$ cat src/rtl/mem_arbiter.sv
// mem_arbiter: shares one single-port memory between the fetch port and the
// data port. At most one access is in flight; data normally wins, but a
// fetch that has been passed over STARVE_MAX times in a row gets priority.
module mem_arbiter #(
  parameter int AW         = 32,
  parameter int DW         = 32,
  parameter int MEM_LAT    = 2,
  parameter int STARVE_MAX = 4
) (
  input  logic          clk,
  input  logic          rst,
  input  logic          if_req,
  input  logic [AW-1:0] if_addr,
  input  logic          if_flush,
  output logic [DW-1:0] if_rdata,
  output logic          if_done,
  output logic          if_stall,
  input  logic          dm_req,
  input  logic          dm_we,
  input  logic [AW-1:0] dm_addr,
  input  logic [DW-1:0] dm_wdata,
  output logic [DW-1:0] dm_rdata,
  output logic          dm_done,
  output logic          dm_stall,
  output logic          mem_en,
  output logic          mem_we,
  output logic [AW-1:0] mem_addr,
  output logic [DW-1:0] mem_wdata,
  input  logic [DW-1:0] mem_rdata
);

  localparam logic [1:0] IDLE    = 2'd0;
  localparam logic [1:0] BUSY_IF = 2'd1;
  localparam logic [1:0] BUSY_DM = 2'd2;

  // Counter value in the final busy cycle, and the starvation ceiling.
  localparam logic [3:0] LAST_CNT   = 4'(MEM_LAT - 1);
  localparam logic [3:0] STARVE_LIM = 4'(STARVE_MAX);

  logic [1:0]    state_r;
  logic [3:0]    cnt_r;
  logic [3:0]    starve_r;
  logic          flushed_r;
  logic          en_r;
  logic          we_r;
  logic [AW-1:0] addr_r;
  logic [DW-1:0] wdata_r;
  logic [DW-1:0] if_rdata_r;
  logic [DW-1:0] dm_rdata_r;
  logic          if_done_r;
  logic          dm_done_r;

  logic          if_pend_s;
  logic          dm_pend_s;
  logic          grant_if_s;
  logic          grant_dm_s;
  logic          last_s;
  logic          if_drop_s;
  logic [3:0]    starve_inc_s;

  // Arbitration: a request is invisible in its own done cycle, and a fetch
  // is also invisible while a flush is being signalled.
  always_comb begin
    if_pend_s  = if_req & ~if_done_r & ~if_flush;
    dm_pend_s  = dm_req & ~dm_done_r;
    grant_if_s = 1'b0;
    grant_dm_s = 1'b0;
    if (state_r == IDLE) begin
      grant_if_s = if_pend_s & (~dm_pend_s | (starve_r == STARVE_LIM));
      grant_dm_s = dm_pend_s & ~grant_if_s;
    end else begin
      grant_if_s = 1'b0;
      grant_dm_s = 1'b0;
    end
  end

  // Busy-window end detection, flush suppression and saturating starve step.
  always_comb begin
    last_s    = (cnt_r == LAST_CNT);
    if_drop_s = flushed_r | if_flush;
    if (starve_r == STARVE_LIM) begin
      starve_inc_s = starve_r;
    end else begin
      starve_inc_s = starve_r + 4'd1;
    end
  end

  // Main controller: grant, run the MEM_LAT-cycle access window, complete.
  always_ff @(posedge clk or posedge rst) begin
    if (rst) begin
      state_r    <= IDLE;
      cnt_r      <= 4'd0;
      starve_r   <= 4'd0;
      flushed_r  <= 1'b0;
      en_r       <= 1'b0;
      we_r       <= 1'b0;
      addr_r     <= {AW{1'b0}};
      wdata_r    <= {DW{1'b0}};
      if_rdata_r <= {DW{1'b0}};
      dm_rdata_r <= {DW{1'b0}};
      if_done_r  <= 1'b0;
      dm_done_r  <= 1'b0;
    end else begin
      // Done flags are single-cycle pulses unless set again below.
      if_done_r <= 1'b0;
      dm_done_r <= 1'b0;
      case (state_r)
        IDLE: begin
          if (grant_if_s) begin
            state_r   <= BUSY_IF;
            cnt_r     <= 4'd0;
            starve_r  <= 4'd0;
            flushed_r <= 1'b0;
            en_r      <= 1'b1;
            we_r      <= 1'b0;
            addr_r    <= if_addr;
            wdata_r   <= {DW{1'b0}};
          end else if (grant_dm_s) begin
            state_r   <= BUSY_DM;
            cnt_r     <= 4'd0;
            starve_r  <= if_pend_s ? starve_inc_s : starve_r;
            flushed_r <= 1'b0;
            en_r      <= 1'b1;
            we_r      <= dm_we;
            addr_r    <= dm_addr;
            wdata_r   <= dm_wdata;
          end else begin
            state_r <= IDLE;
          end
        end
        BUSY_IF, BUSY_DM: begin
          if (last_s) begin
            state_r   <= IDLE;
            cnt_r     <= 4'd0;
            flushed_r <= 1'b0;
            en_r      <= 1'b0;
            we_r      <= 1'b0;
            addr_r    <= {AW{1'b0}};
            wdata_r   <= {DW{1'b0}};
            if (state_r == BUSY_IF) begin
              // A fetch flushed at any point in its window completes silently.
              if (!if_drop_s) begin
                if_done_r  <= 1'b1;
                if_rdata_r <= mem_rdata;
              end
            end else begin
              dm_done_r <= 1'b1;
              if (!we_r) begin
                dm_rdata_r <= mem_rdata;
              end
            end
          end else begin
            cnt_r     <= cnt_r + 4'd1;
            flushed_r <= flushed_r | ((state_r == BUSY_IF) & if_flush);
          end
        end
        default: begin
          state_r   <= IDLE;
          cnt_r     <= 4'd0;
          flushed_r <= 1'b0;
          en_r      <= 1'b0;
          we_r      <= 1'b0;
          addr_r    <= {AW{1'b0}};
          wdata_r   <= {DW{1'b0}};
        end
      endcase
    end
  end

  assign if_rdata  = if_rdata_r;
  assign dm_rdata  = dm_rdata_r;
  assign if_done   = if_done_r;
  assign dm_done   = dm_done_r;
  assign mem_en    = en_r;
  assign mem_we    = we_r;
  assign mem_addr  = addr_r;
  assign mem_wdata = wdata_r;
  assign if_stall  = if_req & ~if_done_r & ~if_flush;
  assign dm_stall  = dm_req & ~dm_done_r;

endmodule

$ cat config.mk
export PLATFORM = sky130hd
export DESIGN_NAME = mem_arbiter
export DESIGN_NICKNAME = d
export VERILOG_FILES = /design/src/rtl/mem_arbiter.sv
export SDC_FILE = /design/constraint.sdc
export NUM_CORES = 1
export LEC_CHECK = 0
export ABC_CLOCK_PERIOD_IN_PS = 5320
export CELL_PAD_IN_SITES_DETAIL_PLACEMENT = 1
export CELL_PAD_IN_SITES_GLOBAL_PLACEMENT = 2
export CORE_UTILIZATION = 26
export DETAILED_ROUTE_END_ITERATION = 8
export PLACE_DENSITY = 0.89
export SLEW_MARGIN = 20
export SYNTH_ARGS = -nofsm -noshare
export SYNTH_HDL_FRONTEND = slang
export SYNTH_SLANG_ARGS = --single-unit
export TNS_END_PERCENT = 1
$ cat constraint.sdc
create_clock -name clk -period 5.32 [get_ports clk]
set_clock_uncertainty 0.15 [all_clocks]
set_input_delay 0.532 -clock clk [delete_from_list [all_inputs] [get_ports clk]]
set_output_delay 0.532 -clock clk [all_outputs]
set_load 0.03 [all_outputs]
Yosys cells after proc, flatten, opt, wreduce, memory -nomap -nowiden
Cells that the tools add are included.
Operators by class
  bitwise logic cells: 17
  $add $sub $neg: 2
  reductions and logical operators: 8
  multiplexer cells: 39
  eq/ne operators: 7
Operators by type and width (count)
  32-bit 2-to-1 mux: 5
  32-bit case mux with 2 select lines: 2
  4-bit 2-to-1 mux: 7
  1-bit 2-to-1 mux: 17
  4-bit AND reduction: 3
  4-bit by 1-bit adder with 4-bit output, second input constant: 2
  1-bit inverter: 8
  4-bit case mux with 2 select lines: 1
  1-bit bitwise AND: 6
  2-bit 2-to-1 mux: 3
  1-bit case mux with 2 select lines: 3
  4-bit by 1-bit equality test with 1-bit output, second input constant: 1
  4-bit by 3-bit equality test with 1-bit output, second input constant: 1
  2-bit inequality test, second input constant: 2
  2-bit case mux with 2 select lines: 1
  2-bit nonzero test: 2
  3-bit inequality test, second input constant: 1
  1-bit bitwise OR: 3
  2-bit by 1-bit equality test with 1-bit output, second input constant: 1
  2-bit equality test, second input constant: 1
  2-bit zero test: 1
  2-bit AND reduction: 1
  2-bit OR reduction: 1
Word-level totals
  flip-flop bits (word level): 143
  bits of input ports: 134
  output and inout bits: 134
  word-level logic and storage cells: 85

Longest topological paths before layout
Gate-level depths: netlist of run 1.
  depth in word-level cells: 11
  depth in mapped cells: 8
  depth with buffers taken out: 6

Worst setup path after synthesis of run 1
Ideal clock, no wire load.
  path type: input-to-reg
  from: input if_flush
  to: register wdata_r[0], in the netlist mem_wdata[0]
  cell stages on the path: 5
  path buffers: 1
  required time: 5.104 ns
  arrival: 2.011 ns
  library setup time: 0.066 ns
  setup slack: 3.092 ns
  cell sequence: nor3b_2 > o221ai_1 > nor2_2 > buf_2 > a22o_1
On the way
  longest elaborated chain between the ends: 8
  elaborated cells between the ends (all ways): 11
  those cells by class: 1 x eq/ne; 4 x mux; 5 x bitwise; 1 x reduce/logical
Ends and longest elaborated chain
  start: declaration: RTL line 14  | input logic if_flush,
  1-bit inverter (*): RTL line 64  | if_pend_s = if_req & ~if_done_r & ~if_flush;
  1-bit bitwise AND (*): RTL line 64
  1-bit bitwise AND (*): RTL line 69  | grant_if_s = if_pend_s & (~dm_pend_s | (starve_r == STARVE_LIM));
  1-bit inverter: RTL line 70  | grant_dm_s = dm_pend_s & ~grant_if_s;
  1-bit bitwise AND: RTL line 70
  1-bit 2-to-1 mux: RTL line 68  | if (state_r == IDLE) begin
  3-bit inequality test (no source line)
  2-bit AND reduction (no source line)
  end signal: assignment: RTL line 98  | wdata_r <= {DW{1'b0}};
  end signal: assignment: RTL line 117  | wdata_r <= {DW{1'b0}};
  end signal: assignment: RTL line 126  | wdata_r <= dm_wdata;
  end: declaration: RTL line 47  | logic [DW-1:0] wdata_r;
Every way passes the cells marked *; elsewhere a longest branch is shown, timed or not.
A chain may end at the register's enable or synchronous reset.

Final worst setup path of run 1
  from: input if_flush
  to: output if_stall
On the way
  longest elaborated chain between the ends: 2
Ends and longest elaborated chain
  1-bit inverter: RTL line 178  | assign if_stall = if_req & ~if_done_r & ~if_flush;
  1-bit bitwise AND: RTL line 178
  end: declaration: RTL line 17  | output logic if_stall,
No other way between the ends.

==> impl_metrics.yaml, run 1 <==
run_status:
  status: "completed"
sta:
  relSlewSlack_pct: 29.5
  final-hold-violation-count: 0
  tns_ps: 0
  period_needed_ps: 2940
  report.final.slew_viol_count: 0
  finalSetupViolCount: 0
  setup_slack_ps: 2380
  min_period_over_period_pct: 55.2
  rsz0062_at_grt: "no"
  fmax_mhz: 340
  worst_slew_pin_slew_ps: 1060
pwr:
  p_leak_nw: 4.00
  power.total_mw: 5.86
  netSwitchingFraction_pct: 39.2
  p_seq_share_pct: 29.8
  switchingPower_mw: 2.30
  power.share.clock_pct: 22.9
  intPower_mw: 3.56
  p_comb_share_pct: 47.3
  ir_drop_mv: 0.205
  powerDensity_nw_per_um2: 622
detailed_routing:
  wire_per_inst_um: 17.3
  drt_iter0_markers: 110
  drtPass1Iterations: 4
  ant_nets: 0
  drc: 0
  finalWirelength_mm: 17.1
  vias: 4440
  via_per_inst: 4.48
logic_synthesis:
  synth_area_um2: 5760
  synthArstFlopShare_pct: 100
  ys.flop_type: "dfrtp_1"
  synth_edf_count: 0
  ys_ff_latch: 143
  synth_seq_area_share_pct: 62.1
  synth_fp_nets: 567
  ys_types: 38
  ys_warn_count: 0
  synthCells: 427
  avgSynthCellArea_um2: 13.5
setup_path:
  cp_top_family: "buffers and inverters"
  cp.arrival_ps: 2260
  path_buf_inv: 2
  crit_path_end_kind: "primary output"
  cpPeakStageDelay_ps: 770
  crit_path_cell_trace: "clkdlybuf4s50_1, nor3b_2, clkdlybuf4s50_1"
  critPathLaunchType: "primary input"
  worstSetupPathType: "in -> out"
  path_max_fanout: 6
  crit_top_cell: "clkdlybuf4s50_1"
  crit_slowest_cell: "clkdlybuf4s50_1"
  required_ps: 4640
clocking:
  clockBufferDepth: 2
  holdBufCountCts: 0
  cts_setup_buffers: 0
  post_cts_resized: 0
  cts.root.buffer_cell: "clkbuf_16"
  clk_latency_ps: 410
  cts_buffers: 17
  cts_tree: "built"
  clock_sinks: 143
  htreeDepth: 4
  clkSlewWorstSetupHoldPaths_ps: 60
die:
  dieHeight_um: 151
  coreArea_um2: 21800
  pin_count: 268
  die_w_um: 151
  die_area_um2: 22800
  start_util_pct: 26.5
  rows: 54
hold_path:
  hold_path.class: "reg -> reg"
cells_and_area:
  layout.nets: 837
  synthToLayoutAreaGrowth_pct: 63.5
  final_area_um2: 9420
  utilization_pct: 43.3
  fillers: 2287
  drive_above_1_share_pct: 16.1
  n_antenna_cell: 0
grt:
  grt.total_usage_pct: 15.2
  grt_pass1_vias: 4824
  grt_pass1_wl_mm: 26.4
  grt_max_degree: 56
  grt-ovfl-total: 0
  antenna_found_initial: 0
placed_design:
  gp_congestion: 0.718
  io_buffer_count: 267
  placed_area_um2: 8750
  pre_cts_slack_ps: 2170
  place_hpwl_mm: 12.6
flow_run:
  cap_violations: 0
[logic make-up (layout without fill, tap and decap cells)]
group,Yosys count,in the layout,share of synthesized area (%)
compound gates,83,83,9.77
mux,97,97,18.3
flops,143,143,62.1
simple gates,66,66,5.65
buf+inv,32,315,2.93
fa+ha+maj,6,6,1.30
[tightest hold or removal path, cell delays in order, from the launching register on]
cell	delay (ps)
dfrtp_1	340
nand2_1	50
o21ai_0	60
[per-stage QoR]
stage	instances	hold slack, ps
finish	990	326
CTS	990	333
global placement	958	311
floorplan	427	300
global route	990	356
detailed placement	958	318
[synth_stat cells (2+ instances only)]
cell type,count,area share (%)
inv_1,8,0.52
buf_2,9,0.78
nor2_1,4,0.26
dfrtp_1,143,62
mux2_2,63,12
mux2_1,2,0.39
nor3_1,3,0.26
o21ai_0,40,3.5
nand3_1,6,0.52
buf_4,4,0.52
nand2_1,40,2.6
a22o_1,34,5.2
buf_6,3,0.59
ha_1,6,1.3
mux2i_1,32,5.6
nor3b_2,2,0.43
clkbuf_1,7,0.46
[power groups by stage]
stage	sequential (mW)	combinational, mW	clock [mW]
after global placement	1.74	2.75	0
after floorplan	2.53	0.823	0
final	1.75	2.77	1.34
after global routing	1.80	2.96	1.43
after detailed placement	1.77	2.80	0
after CTS	1.75	2.81	1.39
[worst paths after layout]
path	start	end	slack (ps)	cells past startpoint
worst max-delay path	if_flush	if_stall	2380	3
worst min-delay path	mem_addr[23]	mem_addr[23]	330	2
worst max register to register	cnt_r[1]	dm_rdata[19]	2460	6
worst min register to register	mem_addr[23]	mem_addr[23]	330	2
max in group asynchronous	rst	dm_rdata[24]	3570	3
min in group asynchronous	rst	mem_addr[16]	400	2
[state kept, by name, summed over array words and instances (netlist names)]
name / cells
starve_r: 4
mem_we: 1
cnt_r: 4
dm_rdata: 32
if_done: 1
mem_addr: 32
flushed_r: 1
mem_en: 1
mem_wdata: 32
if_rdata: 32
state_r: 2
dm_done: 1
[metal layers]
metal / part of all wire [%] / track usage (%) / up-vias
met5: 0 / 0 / -
met4: 0.95 / 4.45 / 0
met3: 7.8 / 4.85 / 12
met2: 50 / 26.0 / 172
met1: 41 / 18.2 / 2191
li1: - / - / 2065
[area by class of cell]
cell class / instances / area [um^2] / share of cell area [%]
Clock inverter: 14 / 228 / 2.42
Inverter: 9 / 38.8 / 0.412
Tap cell: 280 / 350 / 3.72
Timing Repair Buffer: 274 / 2730 / 28.9
Multi-Input combinational cell: 252 / 2060 / 21.9
Clock buffer: 18 / 439 / 4.66
Sequential cell: 143 / 3580 / 38.0
[cell usage in the layout (no fill, tap or decap), types with 5 or more instances in the layout]
cell and count:
clkdlybuf4s50_1 267, dfrtp_1 143, mux2_2 63, nand2_1 40, o21ai_0 40, a22o_1 34
mux2i_1 32, clkbuf_16 17, inv_1 7, buf_4 7, ha_1 6, inv_6 5
nand3_1 5, bufinv_16 5
(Power assumes the default switching activity.)
==> run 2, diff against run 1 <==
Settings changed: ABC_CLOCK_PERIOD_IN_PS 5320 to 2900.
Clock period 5.32 ns to 2.9 ns, I/O delays scaled along.
==> run 2 against run 1 <==
  * Sequential power grew 82%
  * Global-route usage grew 0.26 points
  * Sequential cell count unchanged
  * Setup slack worse by 1800 ps
  * Worst hold slack got worse by 210 ps
  * Combinational power is 86% higher
  * Cell count is 0.71% higher
  * Via count grew 1.2%
  * Utilization increased by 0.28 points
  * Non-clock buffer count increased by 7
  * Routed wire length rose by 1.7%
  * Highest routed layer is now met5
==> impl_metrics.yaml, run 2 (synthesized netlist as in run 1, its figures left out) <==
run_status:
  status: "completed"
die:
  coreArea_um2: 21800
  rows: 54
  pin_count: 268
  dieHeight_um: 151
  start_util_pct: 26.5
  die_w_um: 151
  die_area_um2: 22800
cells_and_area:
  n_antenna_cell: 0
  regArea_um2: 3580
  final_cell_mix: "clkdlybuf4s50_1, dfrtp_1, mux2_2, nand2_1, o21ai_0"
  final_common_cell: "clkdlybuf4s50_1"
  fillers: 2294
  synthToLayoutAreaGrowth_pct: 64.5
  multi_input_area_um2: 2060
  drive_above_1_share_pct: 16.9
  layout.nets: 844
detailed_routing:
  wire_per_inst_um: 17.4
  vias: 4494
  wl_met2_mm: 8.60
  met3_length_mm: 1.37
  drtPass1Iterations: 4
  drc: 0
  ant_nets: 0
  drt_iter0_markers: 124
  via_per_inst: 4.51
  finalWirelength_mm: 17.4
  wl_met1_mm: 7.14
  top_layer: "met5"
setup_path:
  crit_end: "dm_stall"
  critPathLaunchType: "register"
  worstSetupPathType: "reg -> out"
  crit_start: "dm_done"
  cp.arrival_ps: 1900
  crit_path_end_kind: "primary output"
  rr_startpoint: "cnt_r[1]"
  r2r_cells: 7
  path_max_fanout: 7
  rrSetupSlack_ps: 600
  required_ps: 2460
  timing.rr.end: "dm_rdata[11]"
grt:
  grt.total_usage_pct: 15.5
  grt_pass1_wl_mm: 26.6
  antenna_found_initial: 1
  grt-ovfl-total: 0
  grt_max_degree: 62
  grt_pass1_vias: 4855
sta:
  relSlewSlack_pct: 61.1
  fmax_mhz: 426
  min_period_over_period_pct: 80.9
  period_needed_ps: 2340
  final-hold-violation-count: 0
  rsz0062_at_grt: "no"
  finalSetupViolCount: 0
  tns_ps: 0
  report.final.slew_viol_count: 0
  worst_slew_pin_slew_ps: 582
clocking:
  htreeDepth: 4
  clkSlewWorstSetupHoldPaths_ps: 70
  cts_tree: "built"
  holdBufCountCts: 0
  clk_latency_ps: 420
  cts_setup_buffers: 0
  clock_sinks: 143
  cts_buffers: 17
  clockBufferDepth: 2
  cts.root.buffer_cell: "clkbuf_16"
  post_cts_resized: 0
hold_path:
  hold_path.class: "in -> async"
placed_design:
  gp_congestion: 0.752
  place_hpwl_mm: 12.7
  io_buffer_count: 267
pwr:
  p_leak_nw: 4.04
  power.total_mw: 10.7
  ir_drop_mv: 0.560
  powerDensity_nw_per_um2: 1130
flow_run:
  cap_violations: 0
run 2: cell count changes in the layout (fill, tap and decap cells not counted), sizes merged:
| cell | delta |
|---|---|
| clkinvlp | -2 |
| clkbuf | -1 |
| bufinv | -2 |
| clkinv | +1 |
| inv | +4 |
| buf | +7 |
run 2: stage by stage:
stage / hold WS (ps) / setup WS, ps / cells / util [%] / instance area, um^2
6_report: 119 / 555 / 997 / 43.6 / 9480
5_1_grt: 145 / 422 / 997 / 43.6 / 9480
4_1_cts: 124 / 503 / 997 / 43.6 / 9480
3_5_place_dp: 313 / 580 / 965 / 40.6 / 8840
3_3_place_gp: 309 / 642 / 965 / 40.6 / 8840
2_1_floorplan: 273 / 669 / 427 / - / 5770
run 2: critical path, stage by stage, from the launching register on:
cell	delay, ps
dfrtp_1	370
nand2b_1	220
inv_2	190
clkdlybuf4s50_1	710
run 2: where the power goes:
part           total [mW]  switching, mW  internal (mW)
sequential           3.19          0.414           2.78
combinational        5.15           2.92           2.23
clock                2.39          0.990           1.40
total                10.7           4.32           6.42
run 2: how the worst min path moves through the flow:
stage | from | end | slack, ps
floorplan | dm_wdata[26] | mem_wdata[26] | 270
global placement | mem_en | mem_en | 310
detailed placement | mem_en | mem_en | 310
CTS | rst | if_rdata[10] | 120
global route | rst | if_rdata[10] | 150
finish | rst | if_rdata[10] | 120
run 2: layer usage:
layer | track usage (%) | vias to the layer above
met5 | 0 | -
met4 | 5.80 | 2
met3 | 5.15 | 18
met2 | 25.9 | 168
met1 | 18.3 | 2228
li1 | - | 2078
run 2: cell type report:
class | instances | share of cell area, %
multi-input combinational | 252 | 21.7
clock buffer | 17 | 4.49
timing repair buffer | 281 | 29.7
tap | 280 | 3.70
clock inverter | 15 | 2.24
inverter | 9 | 0.396
sequential | 143 | 37.7
==> run 3, diff against run 2 <==
Settings changed: ABC_CLOCK_PERIOD_IN_PS 2900 to 2200.
Clock period 2.9 ns to 2.2 ns, I/O delays scaled along.
==> run 3 against run 2 <==
  * Worst hold slack worse by 33 ps
  * Largest power group unchanged
  * Global-route usage up 0.38 points
  * Setup slack got worse by 490 ps
  * Clock-buffer cell count is 3 higher
  * Sequential power grew 34%
  * Critical path depth increased by 5
==> impl_metrics.yaml, run 3 (synthesized netlist as in run 1, its figures left out) <==
pwr:
  power.share.clock_pct: 18.5
  switchingPower_mw: 5.70
  netSwitchingFraction_pct: 40.4
  ir_drop_mv: 0.581
  powerDensity_nw_per_um2: 1460
  p_seq_share_pct: 30.1
  intPower_mw: 8.42
  p_leak_nw: 4.14
  p_comb_share_pct: 51.4
setup_path:
  crit_path_end_kind: "register"
  path_max_fanout: 8
  critPathLaunchType: "register"
  worstSetupPathType: "reg -> reg"
  required_ps: 2350
  cp.arrival_ps: 2280
cells_and_area:
  multi_input_area_um2: 2130
  final_cell_mix: "clkdlybuf4s50_1, dfrtp_1, mux2_2, nand2_1, o21ai_0"
  drive_above_1_share_pct: 18.9
  final_area_um2: 9680
  layout.nets: 858
  fillers: 2279
  utilization_pct: 44.5
  n_antenna_cell: 0
  regArea_um2: 3580
  final_common_cell: "clkdlybuf4s50_1"
  synthToLayoutAreaGrowth_pct: 67.9
detailed_routing:
  finalWirelength_mm: 18.5
  via_per_inst: 4.55
  drt_iter0_markers: 124
  wire_per_inst_um: 18.3
  drtPass1Iterations: 4
  vias: 4599
  drc: 0
  ant_nets: 0
clocking:
  cts_tree: "built"
  clockBufferDepth: 2
  clkSlewWorstSetupHoldPaths_ps: 60
  cts_buffers: 17
  clk_latency_ps: 410
  cts.root.buffer_cell: "clkbuf_16"
  clock_sinks: 143
  htreeDepth: 4
  holdBufCountCts: 0
die:
  dieHeight_um: 151
  start_util_pct: 26.5
  coreArea_um2: 21800
  rows: 54
  die_area_um2: 22800
  pin_count: 268
  die_w_um: 151
grt:
  grt_max_degree: 62
  grt_pass1_wl_mm: 27.2
  grt.total_usage_pct: 15.8
  grt-ovfl-total: 0
  grt_pass1_vias: 4880
  antenna_found_initial: 0
sta:
  tns_ps: 0
  period_needed_ps: 2130
  fmax_mhz: 469
  finalSetupViolCount: 0
  final-hold-violation-count: 0
  relSlewSlack_pct: 57.9
  worst_slew_pin_slew_ps: 630
  report.final.slew_viol_count: 0
  min_period_over_period_pct: 97.0
placed_design:
  gp_congestion: 0.737
  place_hpwl_mm: 13.2
  io_buffer_count: 267
  placed_area_um2: 8970
run_status:
  status: "completed"
hold_path:
  hold_path.class: "in -> async"
flow_run:
  cap_violations: 0
[run 3: final timing paths]
| check | startpoint | end | slack [ps] | cells past startpoint |
|---|---|---|---|---|
| hold / removal | rst | if_rdata[16] | 90 | 2 |
| max in group asynchronous | rst | dm_rdata[24] | 1180 | 3 |
| min in group clk | dm_wdata[25] | mem_wdata[25] | 250 | 2 |
| hold reg to reg | mem_en | mem_en | 320 | 2 |
| setup reg to reg | cnt_r[1] | dm_rdata[1] | 70 | 8 |
| setup / recovery | cnt_r[1] | dm_rdata[1] | 70 | 8 |
[run 3: area by class of cell]
type,count,area share [%]
Inverter,9,0.388
Clock buffer,20,4.62
Tap cell,280,3.62
Sequential cell,143,37.0
Multi-Input combinational cell,252,22.0
Clock inverter,12,0.905
Timing Repair Buffer,295,31.5
[run 3: per-stage QoR]
step                      total power, mW  cells  setup slack [ps]  hold slack [ps]
after global placement               11.1    973               156              308
after CTS                            14.0   1005              82.5             91.9
after global routing                 14.9   1011             -28.3              119
final                                14.1   1011              65.6             86.0
after floorplan                      8.11    427             -17.2              203
after detailed placement             11.3    973              84.8              312
[run 3: repair_timing]
item                       4_1_cts  5_1_grt
setup buffers                    0        3
cloned                           0        3
setup endpoints to repair        1       30
resized for setup                1       20
[run 3: critical path: stages, from the launching register on]
cell and delay [ps]:
dfrtp_1 400, inv_2 70, ha_2 160, nor3b_4 190, nor3b_4 230, nor2b_4 190, buf_12 130, buf_8 150
mux2_2 350
[run 3: power by group through the flow]
stage | sequential, mW | combinational [mW] | clock, mW
3_3_place_gp | 4.23 | 6.90 | 0
3_5_place_dp | 4.30 | 7.04 | 0
5_1_grt | 4.40 | 7.71 | 2.82
6_report | 4.26 | 7.25 | 2.62
2_1_floorplan | 6.11 | 1.99 | 0
4_1_cts | 4.26 | 7.07 | 2.71
[run 3: layer usage]
| layer | up-vias | global-route usage [%] | part of all wire (%) |
|---|---|---|---|
| met5 | - | 0 | 0 |
| met1 | 2294 | 18.3 | 42 |
| met4 | 0 | 5.55 | 2.1 |
| met2 | 176 | 26.7 | 49 |
| met3 | 20 | 5.96 | 7.5 |
| li1 | 2109 | - | - |
